$ cat src/rtl/c1_pkg.sv
// Shared constants and state encoding for the C1 window generator.
//   C1_*      : default frame geometry, kernel size, pixel width, read latency
//   c1_state_e: controller states
package c1_pkg;

  localparam int unsigned C1_IMG_W  = 32;
  localparam int unsigned C1_IMG_H  = 32;
  localparam int unsigned C1_K      = 5;
  localparam int unsigned C1_DW     = 16;
  localparam int unsigned C1_RD_LAT = 1;

  localparam int unsigned C1_OW = C1_IMG_W - C1_K + 1;
  localparam int unsigned C1_OH = C1_IMG_H - C1_K + 1;

  typedef enum logic [1:0] {
    ST_IDLE   = 2'd0,
    ST_SWEEP  = 2'd1,
    ST_DRAIN  = 2'd2,
    ST_FINISH = 2'd3
  } c1_state_e;

endpackage

$ cat src/rtl/c1_window_gen_shreg.sv
// KxK sliding-window shift register. Each capture shifts every row one
// column toward c=0 and loads the incoming column at c=K-1.
//   clk     : clock
//   i_clr   : synchronous clear of the whole window
//   i_cap   : capture enable for i_col
//   i_col   : one column, row r in bits [DW*r +: DW]
//   o_win   : window, pixel (r,c) in bits [DW*(r*K+c) +: DW]
module c1_window_shreg #(
  parameter int unsigned K  = 5,
  parameter int unsigned DW = 16
) (
  input  logic              clk,
  input  logic              i_clr,
  input  logic              i_cap,
  input  logic [DW*K-1:0]   i_col,
  output logic [DW*K*K-1:0] o_win
);

  logic [DW*K*K-1:0] r_win;

  // Shift left in column index; new column lands in the last column.
  always_ff @(posedge clk) begin
    if (i_clr) begin
      r_win <= '0;
    end else if (i_cap) begin
      for (int r = 0; r < int'(K); r++) begin
        for (int c = 0; c < int'(K) - 1; c++) begin
          r_win[DW*(r*K+c) +: DW] <= r_win[DW*(r*K+c+1) +: DW];
        end
        r_win[DW*(r*K+K-1) +: DW] <= i_col[DW*r +: DW];
      end
    end
  end

  assign o_win = r_win;

endmodule

$ cat src/rtl/c1_window_gen.sv
// Read-side controller for the C1 source buffer. Sweeps K parallel buffer
// ports across one frame, one kernel row per port, and assembles the
// returned columns into raster-ordered KxK windows for the PE array.
//   clk, rst    : clock, synchronous active-high reset
//   start       : frame loaded, begin a pass (ignored while busy)
//   busy / done : pass in progress / one-cycle end-of-pass pulse
//   rd_addr_5P  : K read addresses, port p in [32p +: 32]
//   rd_data_5P  : K read data words, port p in [DW*p +: DW]
//   win_valid   : win_data holds a complete window at (win_x, win_y)
module c1_window_gen
  import c1_pkg::*;
#(
  parameter int unsigned IMG_W  = C1_IMG_W,
  parameter int unsigned IMG_H  = C1_IMG_H,
  parameter int unsigned K      = C1_K,
  parameter int unsigned DW     = C1_DW,
  parameter int unsigned RD_LAT = C1_RD_LAT
) (
  input  logic              clk,
  input  logic              rst,
  input  logic              start,
  output logic              busy,
  output logic              done,
  output logic [32*K-1:0]   rd_addr_5P,
  input  logic [DW*K-1:0]   rd_data_5P,
  output logic              win_valid,
  output logic [DW*K*K-1:0] win_data,
  output logic [7:0]        win_x,
  output logic [7:0]        win_y
);

  localparam int unsigned OW  = IMG_W - K + 1;
  localparam int unsigned OH  = IMG_H - K + 1;
  localparam int unsigned XW  = $clog2(IMG_W + 1);
  localparam int unsigned YW  = $clog2(IMG_H + 1);
  localparam int unsigned CW  = $clog2(IMG_W + 1);
  localparam int unsigned DRW = $clog2(RD_LAT + 1);

  c1_state_e         r_state, w_state_nxt;
  logic [XW-1:0]     r_x, w_x_nxt;
  logic [YW-1:0]     r_oy, w_oy_nxt;
  logic [DRW-1:0]    r_drain, w_drain_nxt;
  logic              w_row_start;
  logic              w_issue;
  logic              w_cap;
  logic [RD_LAT-1:0] r_pipe;
  logic [CW-1:0]     r_col;
  logic              r_busy, r_done, r_win_valid;
  logic [7:0]        r_win_x, r_win_y;
  logic [31:0]       r_addr [K];
  logic [31:0]       w_addr_nxt [K];

  // State register.
  always_ff @(posedge clk) begin
    if (rst) r_state <= ST_IDLE;
    else     r_state <= w_state_nxt;
  end

  // Next-state, sweep position and row-start strobe.
  always_comb begin
    w_state_nxt = r_state;
    w_x_nxt     = r_x;
    w_oy_nxt    = r_oy;
    w_drain_nxt = r_drain;
    w_row_start = 1'b0;
    case (r_state)
      ST_IDLE: begin
        if (start) begin
          w_state_nxt = ST_SWEEP;
          w_x_nxt     = '0;
          w_oy_nxt    = '0;
          w_row_start = 1'b1;
        end
      end
      ST_SWEEP: begin
        if (r_x == XW'(IMG_W - 1)) begin
          w_state_nxt = ST_DRAIN;
          w_drain_nxt = '0;
        end else begin
          w_x_nxt = r_x + XW'(1);
        end
      end
      ST_DRAIN: begin
        // Hold until the last column of the row has returned and been captured.
        if (r_drain == DRW'(RD_LAT)) begin
          if (r_oy < YW'(OH - 1)) begin
            w_state_nxt = ST_SWEEP;
            w_oy_nxt    = r_oy + YW'(1);
            w_x_nxt     = '0;
            w_row_start = 1'b1;
          end else begin
            w_state_nxt = ST_FINISH;
          end
        end else begin
          w_drain_nxt = r_drain + DRW'(1);
        end
      end
      ST_FINISH: w_state_nxt = ST_IDLE;
      default:   w_state_nxt = ST_IDLE;
    endcase
  end

  // Addresses for the column being presented next cycle.
  always_comb begin
    for (int p = 0; p < int'(K); p++) begin
      w_addr_nxt[p] = 32'((32'(w_oy_nxt) + 32'(p)) * 32'(IMG_W) + 32'(w_x_nxt));
    end
  end

  // A column is issued every SWEEP cycle and returns RD_LAT cycles later.
  assign w_issue = (r_state == ST_SWEEP);
  assign w_cap   = r_pipe[RD_LAT-1];

  // Counters, read addresses and registered outputs.
  always_ff @(posedge clk) begin
    if (rst) begin
      r_x         <= '0;
      r_oy        <= '0;
      r_drain     <= '0;
      r_pipe      <= '0;
      r_col       <= '0;
      r_busy      <= 1'b0;
      r_done      <= 1'b0;
      r_win_valid <= 1'b0;
      r_win_x     <= '0;
      r_win_y     <= '0;
      for (int p = 0; p < int'(K); p++) r_addr[p] <= '0;
    end else begin
      r_x     <= w_x_nxt;
      r_oy    <= w_oy_nxt;
      r_drain <= w_drain_nxt;
      r_pipe  <= RD_LAT'({r_pipe, w_issue});
      r_busy  <= (w_state_nxt != ST_IDLE);
      r_done  <= (w_state_nxt == ST_FINISH);
      if (w_row_start)  r_col <= '0;
      else if (w_cap)   r_col <= r_col + CW'(1);
      // Window is complete once K columns of this row have been captured.
      r_win_valid <= w_cap && (r_col >= CW'(K - 1));
      if (w_cap && (r_col >= CW'(K - 1))) begin
        r_win_x <= 8'(r_col - CW'(K - 1));
        r_win_y <= 8'(r_oy);
      end
      if (w_state_nxt == ST_SWEEP) begin
        for (int p = 0; p < int'(K); p++) r_addr[p] <= w_addr_nxt[p];
      end
    end
  end

  c1_window_shreg #(
    .K  (K),
    .DW (DW)
  ) u_shreg (
    .clk   (clk),
    .i_clr (rst | w_row_start),
    .i_cap (w_cap),
    .i_col (rd_data_5P),
    .o_win (win_data)
  );

  for (genvar gp = 0; gp < int'(K); gp++) begin : g_addr
    assign rd_addr_5P[32*gp +: 32] = r_addr[gp];
  end

  assign busy      = r_busy;
  assign done      = r_done;
  assign win_valid = r_win_valid;
  assign win_x     = r_win_x;
  assign win_y     = r_win_y;

endmodule

$ cat config.mk
export PLATFORM = sky130hd
export DESIGN_NAME = c1_window_gen
export DESIGN_NICKNAME = d
export VERILOG_FILES = /design/src/rtl/c1_pkg.sv /design/src/rtl/c1_window_gen_shreg.sv /design/src/rtl/c1_window_gen.sv
export SDC_FILE = /design/constraint.sdc
export NUM_CORES = 1
export LEC_CHECK = 0
export CELL_PAD_IN_SITES_DETAIL_PLACEMENT = 1
export CELL_PAD_IN_SITES_GLOBAL_PLACEMENT = 2
export CORE_AREA = 2 2 259 261
export CTS_CLUSTER_DIAMETER = 50
export DETAILED_ROUTE_END_ITERATION = 6
export DIE_AREA = 0 0 261 263
export DONT_BUFFER_PORTS = 1
export GPL_TIMING_DRIVEN = 0
export PLACE_DENSITY_LB_ADDON = 0.1
export SKIP_CTS_REPAIR_TIMING = 1
export SYNTH_ARGS = -nofsm -noshare
export SYNTH_HDL_FRONTEND = slang
export SYNTH_SLANG_ARGS = --single-unit
$ cat constraint.sdc
create_clock -name clk -period 8.7 [get_ports clk]
set_input_delay 0.87 -clock clk [delete_from_list [all_inputs] [get_ports clk]]
set_output_delay 0.87 -clock clk [all_outputs]
set_load 0.02 [all_outputs]
Word level (Yosys, flattened, before mapping)
Memories as Yosys holds them, arrays and structs flattened.
Cells that the tools add are included.

word-level totals
  input port bits = 83
  memories kept = 1
  memory bits (writable) = 65
  word-level logic and storage cells = 79
  register bits after elaboration = 439
  output and inout port bits = 579

memories
  memory  depth  width  read ports  clocked after Yosys merged registers in  write ports  RTL line             source
  r_addr  5      13     5           0                                        5            c1_window_gen.sv:50  logic [31:0] r_addr [K];

cells by class
  bitwise operators = 6
  magnitude comparators = 2
  mux-type cells = 31
  $add $sub $neg = 14
  reductions and logical operators = 6
  eq/ne operators = 7

operator list
  operator                                                            number
  2-to-1 mux 13 bit                                                   5
  adder 12 x 6 -> 13 bit                                              4
  2-to-1 mux 6 bit                                                    7
  adder 6 x 1 -> 6 bit (second input constant)                        3
  one-hot mux 6 bit (3 select lines)                                  1
  adder 6 x 2 -> 7 bit (second input constant)                        2
  adder 11 x 6 -> 12 bit                                              1
  one-hot mux 6 bit (2 select lines)                                  1
  2-to-1 mux 1 bit                                                    10
  2-to-1 mux 2 bit                                                    4
  one-hot mux 2 bit (4 select lines)                                  1
  adder 6 x 1 -> 7 bit (second input constant)                        1
  adder 6 x 3 -> 7 bit (second input constant)                        1
  subtractor 6 x 3 -> 7 bit (second input constant)                   1
  == test 2 bit (second input constant)                               3
  == test 6 x 5 -> 1 bit (second input constant)                      1
  greater-or-equal comparator 6 x 3 -> 1 bit (second input constant)  1
  less-than comparator 6 x 5 -> 1 bit (second input constant)         1
  OR 1 bit                                                            6
  == test 2 x 1 -> 1 bit (second input constant)                      2
  one-hot mux 1 bit (2 select lines)                                  2
  nonzero test 2 bit                                                  2
  zero test 2 bit                                                     1
  inequality test 2 x 1 -> 1 bit (second input constant)              1
  4 further kinds                                                     4

Logic depth before layout (Yosys ltp)
Gate-level depths: netlist of the first run.

  depth in word-level cells = 9
  mapped depth = 14
  gate-level depth less buffers = 13

Modules after synthesis
A second synthesis of the first run with hierarchy kept.

second synthesis, totals
  cell total of the unflattened synthesis = 1,817
  area, all modules = 19,326.0 um2

modules (own cells, without submodules)
  module           cells an instance  area an instance (um2)  sequential area each (um2)  instances
  c1_window_shreg  1,290              14,380.0                8,007.7                     1
  c1_window_gen    527                4,946.0                 1,961.9                     1

Worst setup path after synthesis of the first run
OpenSTA, ideal clock, no wires.

  path kind = input -> register
  start point = input start
  end point = memory r_addr[0][49] (netlist name), data pin
  arrival time = 2.846 ns
  path slack = 5.585 ns
  required time = 8.431 ns
  stages on the path = 11
  setup time = 0.269 ns
  buffers on the path = 1
  cell sequence = nor3b_2 a311o_1 nand2_1 ha_1 clkbuf_1 nor2b_1 xnor2_1 inv_1 nor3_1 a21o_1 a21oi_2

RTL lines
  item                RTL line             source
  start: declaration  c1_window_gen.sv:21  input logic start,
  end: declaration    c1_window_gen.sv:50

==> flow_summary_export.csv, run 1 <==
group,metric,value,unit
critical_path,startpoint_type,"register",
detailed_routing,route.vias.total,13107,
yosys,synth_area,0.0188,mm2
sta,finalMaxSlewViolations,0,
critical_path,r2r_cells,12,
critical_path,path_depth,12,
sta,finalWorstSetupSlack,5.16,ns
floorplanning,dieArea,0.0686,mm2
sta,final.min_clock_period,3.54,ns
place,pre_cts_ws,5.03,ns
sta,max_freq,0.283,GHz
sta,rsz0062_at_grt,"false",
flow_run,max-cap-violations,0,
power_and_ir_drop,powerDensity,240,mW/mm2
clocking,clk_pin_slew_worst_paths,0.05,ns
critical_path,crit_slowest_cell,"nor2_1",
place,dp_hpwl,50900,um
yosys,ys_seq_area_frac,0.531,
grt,grt_overflow,0,
detailed_routing,dr.pass1.iters,4,
sta,max-slew-margin-rel,0.192,
status,status,"complete, no violations",
sta,fin_tns_setup,0,ns
power_and_ir_drop,total_power,5.40,mW
clocking,clockBufferDepth,3,
cells_and_area,syn2layout_area_growth,20.0,%
critical_path,required,9.09,ns
clocking,cts_tree,"built",
critical_path,path_class,"register to register",
grt,grt_pass1_vias,13479,
critical_path,cpMostUsedCell,"ha_1",
sta,setup_violations,0,
power_and_ir_drop,power.leakage,8.30,nW
critical_path,crit_buf_inv,1,
clocking,root_buffer,"clkbuf_16",
detailed_routing,drc,0,
yosys,async_flop_share,0,
critical_path,arrival,3.92,ns
yosys,yosysWarningCount,0,
yosys,postSynthAreaPerCell,10.4,um2
yosys,synthCells,1810,
critical_path,path_cells,"ha_1, o211ai_1, buf_4, and3_1, nor2_1, ha_1, nand2_1, a211oi_1, a311oi_2, xnor2_1, nand3_1, o32ai_1",
sta,post-route-period-util,0.407,
detailed_routing,drt_iter0_drc,424,
yosys,ys_seq_elements,478,
detailed_routing,ant_nets,0,
floorplanning,top_level_ports,662,
critical_path,path_max_fanout,10,
critical_path,cpPeakStageDelay,0.44,ns
cells_and_area,final.fill_count,7383,
sta,worstMarginPinSlew,1.20,ns
floorplanning,fp.coreArea,0.0656,mm2
critical_path,end_kind,"register",
clocking,cts_buffers,67,
sta,worst_hold_slack,0.405,ns
critical_path,path_delay_family,"simple AND/OR/NAND/NOR gates",
grt,grt_pass1_wl,94000,um
yosys,synthFlopType,"dfxtp_1",
yosys,synth_edf_count,40,
clocking,cts-htree-levels,3,
floorplanning,initial_core_util,0.286,
place,io_buffers,0,
detailed_routing,routedWlPerCell,22.4,um
clocking,clkSinkCount,478,
cells_and_area,nets,2083,
grt,antenna_found_initial,3,
power_and_ir_drop,vdd_drop_max,0.147,mV
floorplanning,fp.dieH,263,um
floorplanning,die_x,261,um
sta,hold_viol_final,0,
detailed_routing,drt-total-wl,64800,um
sta,fin_skew,0.0232,ns
yosys,ys_types,57,
cells_and_area,drive_above_1_share,0.131,
detailed_routing,viasPerCell,4.53,
grt,grt_max_degree,41,
place,gp_congestion,0.802,
cells_and_area,utilization,0.343,
clocking,insertion_delay,0.59,ns
floorplanning,rows,94,
min_path,hold_depth,1,
critical_path,rrSetupSlack,5.16,ns
min_path,hold_class,"input port to register",
grt,grt_usage,0.183,
-- per-stage QoR --
stage          area, um2  cells
2_1_floorplan      19100   1911
3_3_place_gp       20200   2775
3_5_place_dp       20200   2775
4_1_cts            22500   2893
5_1_grt            22500   2896
6_report           22500   2896
-- state kept, by name, indices dropped and copies added (netlist names) --
| register | flops |
|---|---|
| r_addr | 40 |
| win_x | 7 |
| r_x | 6 |
| busy | 1 |
| win_y | 6 |
| r_col | 6 |
| r_drain | 1 |
| win_valid | 1 |
| r_state | 2 |
| r_pipe | 1 |
| u_shreg.o_win | 400 |
| r_oy | 6 |
| done | 1 |
-- layout by cell type, fill, tap and decap left out, types with 7 or more instances in the layout --
cell and n:
a21oi_1 16, buf_1 8, buf_2 15, buf_4 125, clkbuf_1 88, clkbuf_16 69
clkbuf_8 10, clkinv_2 8, conb_1 102, dfxtp_1 438, edfxtp_1 40, ha_1 20
inv_1 15, mux2i_1 407, nand2_1 22, nand3_1 9, nand4_1 7, nor2_1 479
nor3_1 12, xnor2_1 27, xor2_1 13
-- synthesized netlist by cell type, drive strengths merged, types with 2 or more instances --
cell type,count,area share
edfxtp,40,0.064
o31ai,2,0.00080
nor2,479,0.096
and2,7,0.0025
xor2,13,0.0061
xnor2,27,0.013
nand2,22,0.0044
nor3,12,0.0032
dfxtp,438,0.47
or3,3,0.0010
o21ai,5,0.0013
a211oi,4,0.0016
and3,5,0.0017
nand3,10,0.0029
nand3b,2,0.00080
nor3b,5,0.0028
inv,15,0.0030
buf,150,0.057
a21oi,17,0.0047
or2,3,0.0010
mux2i,408,0.22
a32o,2,0.0011
clkbuf,80,0.016
nand4,7,0.0023
nand2b,6,0.0020
a32oi,2,0.0013
nor2b,6,0.0020
ha,20,0.013
a22oi,2,0.00080
-- worst register-to-register path, stage by stage (launching register included) --
cell and delay (ns):
dfxtp_1 0.39, ha_1 0.31, o211ai_1 0.15, buf_4 0.21, and3_1 0.21, nor2_1 0.44
ha_1 0.34, nand2_1 0.08, a211oi_1 0.26, a311oi_2 0.10, xnor2_1 0.37, nand3_1 0.18
o32ai_1 0.31
-- worst paths after layout --
kind,startpoint,to
max,r_oy[1],r_addr[0][50]
min,rst,r_oy[5]
min reg2reg,r_drain,r_drain
max reg2reg,r_oy[1],r_addr[0][50]
-- power breakdown --
group | switching (mW) | total [mW] | internal (mW) | leakage [nW]
clock | 1.05 | 2.78 | 1.73 | 1.11
sequential | 0.0555 | 2.30 | 2.25 | 3.97
combinational | 0.207 | 0.318 | 0.111 | 3.21
total | 1.31 | 5.40 | 4.09 | 8.30
-- final cells by class --
type,count,area (um2),share of cell area
inverters,15,56.3,0.00250
multi-input cells,1188,7760,0.345
plain buffers,230,1370,0.0607
well taps,864,1080,0.0480
clock buffers,87,1890,0.0841
flip-flops and latches,478,9970,0.443
clock inverters,31,383,0.0170
diodes,3,7.51,0.000333
-- metal layers --
metal / GRT usage / up-vias / wire (um)
met5: 0 / - / 0
met4: 0.0633 / 0 / 1560
met3: 0.0687 / 90 / 5410
met2: 0.332 / 358 / 33900
met1: 0.192 / 6484 / 23900
li1: - / 6175 / -
-- logic make-up after synthesis --
| kind of cell | synth area share |
|---|---|
| and+or+nand+nor | 0.125 |
| buffers and inverters | 0.0758 |
| DFF | 0.531 |
| adders and majority gates | 0.0133 |
| AOI/OAI and AO/OA | 0.0175 |
| muxes | 0.218 |
| other | 0.000200 |
| xor gates and xnor gates | 0.0187 |
(Power assumes the default switching activity.)
==> run 2, diff against run 1 <==
- CORE_AREA: 2 2 259 261 -> 2 2 261 263
- DIE_AREA: 0 0 261 263 -> 0 0 263 265
- clock period: 8.7 -> 3.35 ns (I/O delays scaled with it)
==> run 2 against run 1 <==
Compared with the run above: non-clock buffer count increased by 80; final cell count increased by 3.2%; clock-buffer cell count increased by 3; utilization increased by 0.76 points; clock skew increased by 0.0039 ns; largest power group unchanged; clock power increased to 2.6 times the previous value; register-to-register slack got worse by 5.0 ns; sequential power increased to 2.6 times the previous value; largest cell class unchanged.
==> flow_summary_export.csv, run 2 (synthesis results as in run 1) <==
group,metric,value,unit
power_and_ir_drop,p_int,10.6,mW
power_and_ir_drop,power_frac_clock,0.511,
critical_path,arrival,3.47,ns
power_and_ir_drop,p_sw,3.55,mW
critical_path,end_kind,"register",
sta,max_freq,0.318,GHz
critical_path,path_delay_family,"simple AND/OR/NAND/NOR gates",
grt,grt_pass1_wl,94500,um
clocking,cts_tree,"built",
floorplanning,initial_core_util,0.281,
grt,grt_usage,0.181,
floorplanning,fp.dieH,265,um
place,io_buffers,0,
clocking,clk_pin_slew_worst_paths,0.05,ns
detailed_routing,dr.pass1.iters,4,
grt,grt_overflow,0,
place,gp_congestion,0.797,
min_path,hold_class,"input port to register",
clocking,clkSinkCount,478,
cells_and_area,final_cell_mix,"nor2_1, dfxtp_1, mux2i_1",
sta,fin_tns_setup,0,ns
critical_path,path_class,"register to register",
cells_and_area,drive_above_1_share,0.132,
floorplanning,dieArea,0.0697,mm2
critical_path,path_cells,"and4bb_4, buf_6, nand4_1, nand2_4, ha_1, nand2_1, a211oi_1, a311oi_2, xnor2_1, nand3_1, xnor2_1, nor2_1",
floorplanning,top_level_ports,662,
detailed_routing,drc,0,
power_and_ir_drop,power.leakage,8.63,nW
power_and_ir_drop,powerDensity,603,mW/mm2
place,postPlaceCellArea,0.0202,mm2
detailed_routing,routedWlPerCell,22.0,um
critical_path,cpMostUsedCell,"xnor2_1",
sta,finalMaxSlewViolations,0,
critical_path,required,3.67,ns
grt,antenna_found_initial,1,
critical_path,crit_buf_inv,1,
place,dp_hpwl,51100,um
power_and_ir_drop,power_frac_seq,0.424,
sta,rsz0062_at_grt,"false",
clocking,root_buffer,"clkbuf_16",
sta,final.min_clock_period,3.15,ns
grt,grt_max_degree,41,
power_and_ir_drop,vdd_drop_max,0.274,mV
power_and_ir_drop,total_power,14.1,mW
cells_and_area,utilization,0.351,
detailed_routing,route.vias.total,13381,
status,status,"complete, no violations",
cells_and_area,largest_register_ffs,400,
detailed_routing,ant_nets,0,
sta,fin_skew,0.0272,ns
sta,post-route-period-util,0.940,
cells_and_area,syn2layout_area_growth,24.8,%
clocking,insertion_delay,0.61,ns
sta,hold_viol_final,0,
sta,worstMarginPinSlew,1.21,ns
critical_path,cpPeakStageDelay,0.42,ns
sta,setup_violations,0,
floorplanning,fp.coreArea,0.0668,mm2
sta,max-slew-margin-rel,0.196,
clocking,cts_buffers,67,
power_and_ir_drop,combPwrFrac,0.065,
grt,grt_pass1_vias,13648,
floorplanning,rows,95,
clocking,clockBufferDepth,3,
critical_path,startpoint_type,"register",
critical_path,crit_slowest_cell,"and4bb_4",
floorplanning,die_x,263,um
cells_and_area,layout_commonest_cell,"nor2_1",
detailed_routing,drt_iter0_drc,524,
cells_and_area,nets,2163,
critical_path,path_max_fanout,10,
clocking,cts-htree-levels,3,
detailed_routing,viasPerCell,4.48,
power_and_ir_drop,switching_share,0.252,
detailed_routing,drt-total-wl,65700,um
flow_run,max-cap-violations,0,
cells_and_area,fin_area,0.0234,mm2
-- run 2: cell type report --
type                            count  area [um2]
Inverter                           15        56.3
Clock inverter                     33         425
Clock buffer                       90        1860
Fill cell                        7526       43400
Timing Repair Buffer               82         818
Antenna cell                        1        2.50
Buffer                            228        1360
Tap cell                          873        1090
Sequential cell                   478        9970
Multi-Input combinational cell   1188        7840
-- run 2: metal layers --
layer  share of wire  vias to the layer above  GRT usage
li1                -                     6322          -
met1            0.38                     6604      0.192
met2            0.52                      369      0.327
met3           0.079                       86     0.0683
met4           0.019                        0     0.0598
met5               0                        -          0
-- run 2: final timing paths --
| path | from | endpoint | slack [ns] | cells after the start |
|---|---|---|---|---|
| max | r_oy[5] | r_addr[0][48] | 0.20 | 12 |
| min | start | r_state[0] | 0.08 | 4 |
| max reg2reg | r_oy[5] | r_addr[0][48] | 0.20 | 12 |
| min reg2reg | r_drain | r_drain | 0.54 | 2 |
-- run 2: metrics by stage --
step	hold slack, ns	instances	worst slack, ns
5_1_grt	0.0856	2988	0.00807
3_5_place_dp	0.447	2784	-0.105
2_1_floorplan	0.430	1911	0.445
4_1_cts	-0.190	2907	-0.137
3_3_place_gp	0.441	2784	-0.140
6_report	0.0779	2988	0.201
-- run 2: power by group through the flow --
stage | sequential (mW) | combinational, mW | clock, mW
2_1_floorplan | 6.08 | 0.662 | 0
3_3_place_gp | 6.11 | 0.831 | 0
3_5_place_dp | 6.11 | 0.841 | 0
4_1_cts | 5.99 | 0.843 | 7.46
5_1_grt | 5.99 | 0.996 | 7.69
6_report | 5.99 | 0.917 | 7.21
-- run 2: tightest hold or removal path, cell delays in order --
cell	delay (ns)
mux2i_1	0.04
nor2_1	0.09
nor2_1	0.08
nor2_1	0.08
